File: config.mk
export PLATFORM = sky130hd
export DESIGN_NAME = seg_scan_scheduler
export DESIGN_NICKNAME = d
export VERILOG_FILES = /design/src/rtl/seg_pkg.sv /design/src/rtl/hex_to_7seg.sv /design/src/rtl/seg_scan_scheduler.sv
export SDC_FILE = /design/constraint.sdc
export NUM_CORES = 1
export LEC_CHECK = 0
export ABC_AREA = 1
export CELL_PAD_IN_SITES_DETAIL_PLACEMENT = 1
export CELL_PAD_IN_SITES_GLOBAL_PLACEMENT = 1
export CORE_AREA = 2 2 137 139
export CTS_BUF_LIST = sky130_fd_sc_hd__clkbuf_8
export DETAILED_ROUTE_END_ITERATION = 10
export DIE_AREA = 0 0 139 141
export PLACE_DENSITY_LB_ADDON = 0.1
export SETUP_SLACK_MARGIN = 0.5
export SKIP_CTS_REPAIR_TIMING = 1
export SYNTH_ARGS = -nofsm -noshare
export SYNTH_HDL_FRONTEND = slang
export SYNTH_SLANG_ARGS = --single-unit
File: constraint.sdc
create_clock -name clk -period 4.8 [get_ports clk]
set_input_delay 0.96 -clock clk [delete_from_list [all_inputs] [get_ports clk]]
set_output_delay 0.96 -clock clk [all_outputs]
set_load 0.03 [all_outputs]
File: src/rtl/seg_pkg.sv
// Shared encodings and lookup data for the 7-segment scan path.
// Segment patterns are {g,f,e,d,c,b,a}, active-low.
package seg_pkg;

  typedef enum logic [1:0] {
    StIdle,
    StBlank,
    StShow
  } state_e;

  localparam logic [6:0] SEG_OFF = 7'h7F;
  // Level that switches one anode strobe off; replicate per digit for the full bus.
  localparam logic       AN_OFF  = 1'b1;

  localparam logic [6:0] HEX_SEG [16] = '{
    7'h40, 7'h79, 7'h24, 7'h30, 7'h19, 7'h12, 7'h02, 7'h78,
    7'h00, 7'h10, 7'h08, 7'h03, 7'h46, 7'h21, 7'h06, 7'h0E
  };

endpackage

File: src/rtl/hex_to_7seg.sv
// Combinational hex nibble to active-low 7-segment pattern.
module hex_to_7seg
  import seg_pkg::*;
(
  input  logic [3:0] nibble,
  output logic [6:0] seg
);

  assign seg = HEX_SEG[nibble];

endmodule

File: src/rtl/seg_scan_scheduler.sv
// Multiplexed scan of an N-digit common-anode display with inter-digit blanking
// and a shadow/active double buffer that swaps only on frame boundaries.
module seg_scan_scheduler
  import seg_pkg::*;
#(
  parameter int unsigned NUM_DIGITS   = 8,
  parameter int unsigned REFRESH_DIV  = 100000,
  parameter int unsigned BLANK_CYCLES = 1000
) (
  input  logic                    clk,
  input  logic                    reset,
  input  logic [4*NUM_DIGITS-1:0] digits_in,
  input  logic [NUM_DIGITS-1:0]   dp_in,
  input  logic [NUM_DIGITS-1:0]   digit_en,
  input  logic                    load,
  output logic [NUM_DIGITS-1:0]   AN,
  output logic [6:0]              SEG,
  output logic                    DP,
  output logic                    frame_done
);

  localparam int unsigned IdxW     = (NUM_DIGITS > 1) ? $clog2(NUM_DIGITS) : 1;
  localparam int unsigned TimerMax = (REFRESH_DIV > BLANK_CYCLES) ? REFRESH_DIV : BLANK_CYCLES;
  localparam int unsigned TimerW   = $clog2(TimerMax + 1);
  localparam logic [TimerW-1:0] ShowLast  = TimerW'(REFRESH_DIV - 1);
  localparam logic [TimerW-1:0] BlankLast = TimerW'((BLANK_CYCLES > 0) ? BLANK_CYCLES - 1 : 0);
  localparam state_e AfterAdvance = (BLANK_CYCLES == 0) ? StShow : StBlank;

  state_e                  state_q, state_d;
  logic [IdxW-1:0]         idx_q, idx_d;
  logic [TimerW-1:0]       timer_q, timer_d;
  logic [4*NUM_DIGITS-1:0] shadow_digits_q, act_digits_q, act_digits_d;
  logic [NUM_DIGITS-1:0]   shadow_dp_q, act_dp_q, act_dp_d;
  logic [NUM_DIGITS-1:0]   shadow_en_q, act_en_q, act_en_d;
  logic [IdxW-1:0]         nxt_idx;
  logic                    frame_done_d;
  logic [3:0]              nibble_d;
  logic [6:0]              dec_seg;
  logic [NUM_DIGITS-1:0]   an_d;
  logic [6:0]              seg_d;
  logic                    dp_d;

  // Circular search upward from cur+1; returns cur itself when it is the only set bit.
  function automatic logic [IdxW-1:0] next_enabled(input logic [NUM_DIGITS-1:0] en,
                                                   input logic [IdxW-1:0]       cur);
    logic [IdxW-1:0] r;
    logic [IdxW-1:0] j;
    logic            found;
    r     = cur;
    found = 1'b0;
    for (int unsigned k = 1; k <= NUM_DIGITS; k++) begin
      j = IdxW'((32'(cur) + k) % NUM_DIGITS);
      if (!found && en[j]) begin
        r     = j;
        found = 1'b1;
      end
    end
    return r;
  endfunction

  function automatic logic [IdxW-1:0] lowest_set(input logic [NUM_DIGITS-1:0] en);
    logic [IdxW-1:0] r;
    logic [IdxW-1:0] j;
    r = '0;
    for (int i = NUM_DIGITS - 1; i >= 0; i--) begin
      j = IdxW'(i);
      if (en[j]) r = j;
    end
    return r;
  endfunction

  assign nxt_idx = next_enabled(act_en_q, idx_q);

  always_comb begin
    state_d      = state_q;
    idx_d        = idx_q;
    timer_d      = timer_q + TimerW'(1);
    act_digits_d = act_digits_q;
    act_dp_d     = act_dp_q;
    act_en_d     = act_en_q;
    frame_done_d = 1'b0;
    unique case (state_q)
      StIdle: begin
        timer_d = '0;
        if (shadow_en_q != '0) begin
          act_digits_d = shadow_digits_q;
          act_dp_d     = shadow_dp_q;
          act_en_d     = shadow_en_q;
          idx_d        = lowest_set(shadow_en_q);
          state_d      = AfterAdvance;
        end
      end
      StBlank: begin
        if (timer_q == BlankLast) begin
          timer_d = '0;
          state_d = StShow;
        end
      end
      StShow: begin
        if (timer_q == ShowLast) begin
          timer_d = '0;
          state_d = AfterAdvance;
          if (nxt_idx <= idx_q) begin
            // Wrap: swap in the pre-edge shadow and restart from its lowest enabled digit.
            frame_done_d = 1'b1;
            act_digits_d = shadow_digits_q;
            act_dp_d     = shadow_dp_q;
            act_en_d     = shadow_en_q;
            idx_d        = lowest_set(shadow_en_q);
            if (shadow_en_q == '0) state_d = StIdle;
          end else begin
            idx_d = nxt_idx;
          end
        end
      end
      default: begin
        timer_d = '0;
        state_d = StIdle;
      end
    endcase
  end

  assign nibble_d = act_digits_d[{idx_d, 2'b00} +: 4];

  hex_to_7seg u_hex_to_7seg (
    .nibble (nibble_d),
    .seg    (dec_seg)
  );

  always_comb begin
    an_d  = {NUM_DIGITS{AN_OFF}};
    seg_d = SEG_OFF;
    dp_d  = 1'b1;
    if (state_d == StShow) begin
      an_d[idx_d] = ~AN_OFF;
      seg_d       = dec_seg;
      dp_d        = ~act_dp_d[idx_d];
    end
  end

  always_ff @(posedge clk or posedge reset) begin
    if (reset) begin
      state_q         <= StIdle;
      idx_q           <= '0;
      timer_q         <= '0;
      shadow_digits_q <= '0;
      shadow_dp_q     <= '0;
      shadow_en_q     <= '0;
      act_digits_q    <= '0;
      act_dp_q        <= '0;
      act_en_q        <= '0;
      AN              <= {NUM_DIGITS{AN_OFF}};
      SEG             <= SEG_OFF;
      DP              <= 1'b1;
      frame_done      <= 1'b0;
    end else begin
      state_q      <= state_d;
      idx_q        <= idx_d;
      timer_q      <= timer_d;
      act_digits_q <= act_digits_d;
      act_dp_q     <= act_dp_d;
      act_en_q     <= act_en_d;
      AN           <= an_d;
      SEG          <= seg_d;
      DP           <= dp_d;
      frame_done   <= frame_done_d;
      if (load) begin
        shadow_digits_q <= digits_in;
        shadow_dp_q     <= dp_in;
        shadow_en_q     <= digit_en;
      end
    end
  end

endmodule

; Yosys cells after proc, flatten, opt, wreduce, memory -nomap -nowiden
; Memory sizes are Yosys's and may differ from the RTL's.
; Cells that the tools add are included.
; W data, S select, Z words.
[totals]
register_bits = 135
mem_bits_ro = 112
output_inout_bits = 17
n_memories = 1
[mem_list]
columns = memory, words, width, rd, rd_clocked_by_memory_dff, write_ports, line_no
row1 = (no name shown), 16, 7, 1, 0, 0, hex_to_7seg.sv:9  ; assign seg = HEX_SEG[nibble];
[op_classes]
n_addsub = 9
magnitude_cmp = 12
eq_ne = 8
shifts = 1
mux = 76
n_bitwise = 3
reduce_logical = 20
[ops]
columns = operator, n
row1 = $mux W32, 3
row2 = $pmux W32 S2, 1
row3 = $mux W3, 19
row4 = $mux W8, 7
row5 = $lt A3 B4 Y1 const B, 9
row6 = $mux W17, 2
row7 = $pmux W17 S2, 1
row8 = $pmux W8 S2, 2
row9 = $shiftx A32 B6 Y4, 1
row10 = $bmux W1 S3, 9
row11 = $mux W1, 23
row12 = $mux W7, 3
row13 = $add A17 B1 Y17 const B, 1
row14 = $eq A17 B10 Y1 const B, 1
row15 = $eq A17 B17 Y1 const B, 1
row16 = $add A3 B3 Y3 const B, 4
row17 = $logic_and A1 B1 Y1, 8
row18 = $logic_not A8 Y1, 1
row19 = $not A8 Y8, 1
row20 = $reduce_bool A8 Y1, 1
row21 = $logic_not A1 Y1, 7
row22 = $add A3 B1 Y3 const B, 2
row23 = $add A3 B2 Y3 const B, 2
row24 = $mux W2, 3
row25 = other kinds (14), 17

; Depth between registers and ports, before layout
[logic_depth]
depth_word = 35
mapped_depth = 39

; Cells and area by module
; From an unflattened synthesis, not the netlist that was laid out.
[unflattened]
cells_unflattened = 893
hier_area_um2 = 7018.0
[by_module_without_submodules]
columns = module, instances, cells_each, area_per_inst_um2, seq_area_each_um2
row1 = seg_scan_scheduler, 1, 844, 6744.0, 3398.3
row2 = hex_to_7seg, 1, 49, 274.0, 0.0

; Least setup slack after synthesis
; No wires, ideal clock.
[synth_timing]
kind = register -> register
start = reg idx_q[1]
end = reg SEG[3]
setup_time_ns = 0.093
arrival_time_ns = 4.662
t_required_ns = 4.707
setup_slack_ns = 0.045
path_stages_with_launch = 38
n_path_buf = 2
period_less_slack_ns = 4.755
cell_sequence = dfrtp_1 > buf_2 > inv_2 > ha_1 > inv_1 > nand3_1 > nand3_2 > nand2_4 > nor2_8 > nand4_4 > nor2_2 > nor2_1 > nand2_1 > nand2_1 > nand2_1 > nand2_1 > ha_1 > inv_1 > (+2 left out) > o21ai_0 > nand3_1 > a21oi_2 > inv_2 > clkbuf_1 > nand2_1 > o21ai_0 > nand3_1 > nand2_1 > nand3_1 > nand2_1 > nor2_2 > inv_1 > ha_1 > nand2_2 > nand2_1 > nand2_1 > nand3_1
[synth_between]
elab_chain_len = 35
word_cells_on_any_way = 71
classes_between = add/sub (8) / order compare (1) / eq/ne (1) / shift (1) / mux (44) / bitwise (1) / reduce/logical (14) / memory (1)
[synth_rtl]
columns = element, line_no
row1 = from (decl), seg_scan_scheduler.sv:30  ; logic [IdxW-1:0] idx_q, idx_d;
row2 = from (signal assigned), seg_scan_scheduler.sv:158  ; idx_q <= idx_d;
row3 = $add A3 B1 Y3, seg_scan_scheduler.sv:52  ; j = IdxW'((32'(cur) + k) % NUM_DIGITS);
row4 = $bmux W1 S3, seg_scan_scheduler.sv:53  ; if (!found && en[j]) begin
row5 = $mux W1 (implied by the code), seg_scan_scheduler.sv:53
row6 = $mux W1, seg_scan_scheduler.sv:53
row7 = $logic_not A1 Y1, seg_scan_scheduler.sv:53
row8 = $logic_and A1 B1 Y1, seg_scan_scheduler.sv:53
row9 = $mux W1, seg_scan_scheduler.sv:53
row10 = $logic_not A1 Y1, seg_scan_scheduler.sv:53
row11 = (+20 left out), n/a
row12 = $pmux W32 S2 *, seg_scan_scheduler.sv:82  ; unique case (state_q)
row13 = via act_digits_d[21], seg_scan_scheduler.sv:32  ; logic [4*NUM_DIGITS-1:0] shadow_digits_q, act_digits_q, act_digits_d;
row14 = $shiftx A32 B6 Y4 *, seg_scan_scheduler.sv:123  ; assign nibble_d = act_digits_d[{idx_d, 2'b00} +: 4];
row15 = $not A4 Y5 (implied by the code) *, hex_to_7seg.sv:9
row16 = $mem_v2 Z16 W7 *, n/a
row17 = $mux W7 (implied by the code) * (2 in a row), hex_to_7seg.sv:9
row18 = $mux W7 *, seg_scan_scheduler.sv:134  ; if (state_d == StShow) begin
row19 = via seg_d[3], seg_scan_scheduler.sv:40  ; logic [6:0] seg_d;
row20 = to (signal assigned), seg_scan_scheduler.sv:164  ; SEG <= seg_d;
row21 = to (decl), seg_scan_scheduler.sv:17  ; output logic [6:0] SEG,
; Mark *: on every way through the listed nets, which the timed path passes. The rest lies on a longest branch. The select of a mux whose other input is x is not followed.
; A chain may end at the register's enable or synchronous reset.

; Worst setup path in the final report
[layout_timing]
start = reg idx_q[0]
end = reg SEG[4]
; The elaborated chain is that of the path after synthesis.

==> impl_metrics.ini <==
[detailed_routing]
routed_wl_um = 21000
drt-initial-drc-count = 262
wl_per_cell_um = 16.8
vias = 6360
route.detailed.drc = 0
avgViaCountPerCell = 5.10
dr.pass1.iters = 4
ant_nets = 0

[layout]
syn_to_final_growth_pct = 30.7
antenna_cells = 0
drive_above_1_share_pct = 22.8
fin_nets = 1067
fillers = 2162
fin_cells = 1247
multiInputGateArea_um2 = 3590
register_area_um2 = 3400

[clock_network]
cts_tree = built
clock_latency_ns = 0.46
cts_made_buffers = 17
root_buffer = clkbuf_8
htreeDepth = 4
cts_sinks = 135
clk_pin_slew_worst_paths_ns = 0.09
cts.path.max_buffers = 2

[synthesis]
synth_area_leader_cell = dfrtp_1
syn_area_per_cell_um2 = 8.00
synth_area_um2 = 7130
yosysMostFrequentCell = nand2_1
ys_seq_area_share_pct = 47.6
syn_inst = 892
syn-num-nets = 959
synth_warnings = 0
yosys_register_bits = 135
async_reset_ff_share_pct = 100
synth_area_leaders = dfrtp_1 (42%), nand2_1 (14%), dfstp_2 (5.9%)
synth_top_area_share_pct = 41.8
synth_cell_type_count = 48
synthTopCellsByCount = nand2_1 (262), dfrtp_1 (119), inv_1 (102), o21ai_0 (80), nand3_1 (67)
ys.flop_type = dfrtp_1
synth_enable_flop_cells = 0

[global_routing]
overflow = 0
grt_pass1_vias = 6656
grt_pass1_wl_um = 32800
antenna_found_initial = 0
grt_max_degree = 136
grt_usage_pct = 20.7

[worst_setup_path]
r2r_setup_slack_ns = 0.22
r2r_end = SEG[4]$_DFF_PP1_
endpoint_kind = flop
critPathLaunchType = flop
required_ns = 5.20
crit_fanout = 6
crit_path_frequent_cell = nand2_1
crit_type = reg -> reg
crit_path_max_incr_delay_ns = 0.39
slowest_stage = dfrtp_1
cp.arrival_ns = 4.98
r2r-start = idx_q[0]$_DFF_PP0_
r2r_cells = 35

[hold_path]
hold_depth = 1
hold_start = timer_q[0]$_DFF_PP0_
hold_class = reg -> reg
worstHoldEndpoint = timer_q[0]$_DFF_PP0_

[sta]
timing.fmax_ghz = 0.218
hold_viol = 0
min_period_ns = 4.58
drv_slew = 0
setup_viol = 0
fin_tns_setup_ns = 0
final.period_utilization_pct = 95.5
hold_slack_ns = 0.479
rsz0062_at_grt = yes
timing.slew.headroom_pct = 45.2
fin_skew_ns = 0.0270
tightest_slew_ns = 0.819

[floorplan]
die-area_um2 = 19600
die_h_um = 141
initial_core_util_pct = 39.0
die_w_um = 139
fp.coreArea_um2 = 18300
ios = 68
rows = 50

[status]
status = finished, final reports clean

[pwr]
ir_drop_mv = 0.458
power.density_nw_per_um2 = 767
p_leak_nw = 4.32
design_power_total_mw = 7.15

[place]
numPlacedInstances = 1191
gp_congestion = 0.869
dp_hpwl_um = 14400
port_buffers = 67

[run]
cap_violations = 0
worst max-delay path: cells and delay by family, from the launching register on:
family	cells	cell delay, ns
flip-flops	1	0.39
AO/OA/AOI/OAI	5	0.79
buffers and inverters	6	0.61
AND/OR/NAND/NOR	21	1.98
adder cells (fa/ha/maj)	3	0.80
through the flow:
step | util (%) | setup slack [ns] | area (µm²)
floorplan | - | 0.501 | 7190
global placement | 44.9 | -0.154 | 8210
detailed placement | 44.9 | -0.295 | 8210
CTS | 47.6 | -0.340 | 8690
global route | 51.0 | -0.127 | 9320
finish | 51.0 | 0.218 | 9320
where the power goes:
group	total, mW	internal [mW]	switching, mW
combinational	4.49	1.66	2.83
sequential	1.49	1.38	0.117
clock	1.17	0.679	0.490
worst max-delay path by stage:
stage                  startpoint          endpoint  slack (ns)  depth (start not counted)
6_report       idx_q[0]$_DFF_PP0_  SEG[4]$_DFF_PP1_        0.22                         35
5_1_grt        idx_q[0]$_DFF_PP0_  SEG[4]$_DFF_PP1_       -0.13                         33
4_1_cts        idx_q[1]$_DFF_PP0_  SEG[3]$_DFF_PP1_       -0.34                         33
3_5_place_dp   idx_q[1]$_DFF_PP0_  SEG[3]$_DFF_PP1_       -0.29                         33
3_3_place_gp   idx_q[1]$_DFF_PP0_  SEG[3]$_DFF_PP1_       -0.15                         33
2_1_floorplan  idx_q[0]$_DFF_PP0_  SEG[1]$_DFF_PP1_        0.50                         36
registers in the layout, indices dropped and copies added, names as in the netlist:
signal           count
state_q              2
shadow_digits_q     32
act_en_q             8
timer_q             17
act_dp_q             8
frame_done           1
act_digits_q        32
shadow_dp_q          8
AN                   8
DP                   1
SEG                  7
idx_q                3
shadow_en_q          8
logic make-up after synthesis:
kind of cell	count (synthesis)	share of synthesized area, %
flops	135	47.6
mux	8	1.26
fa+ha+maj	16	2.81
compound gates	134	10.9
buf+inv	140	7.96
simple gates	452	28.3
xor+xnor	7	1.07
metal layers:
metal  GRT usage, %  up-vias  wire length [µm]
met2           38.0       88             11100
met4           6.65        0               449
met1           24.7     3153              8930
met5              0        -                 0
li1               -     3086                 -
met3           3.53       33               461
layout make-up:
type                       instances  area share [%]
multi-input combinational        619            38.5
sequential                       135            36.5
clock inverter                    15            2.70
timing repair inverter             1          0.0939
timing repair buffer             115            11.7
tap                              234            3.14
clock buffer                      17            2.51
inverter                         111            4.84
cell usage in the layout (no fill, tap or decap), types with 9 or more instances in the layout:
cell type,count
clkdlybuf4s50_1,66
dfstp_2,16
nand3_2,15
inv_1,96
nor2_1,55
a21oi_1,13
buf_6,9
clkbuf_8,17
nand3_1,53
nand2_2,38
nor2_4,10
buf_4,36
o21ai_0,61
o21ai_1,18
nand2_1,242
inv_2,9
dfrtp_1,118
nor3_1,11
o21ai_2,9
No activity file was read; power rests on OpenSTA's default activity.
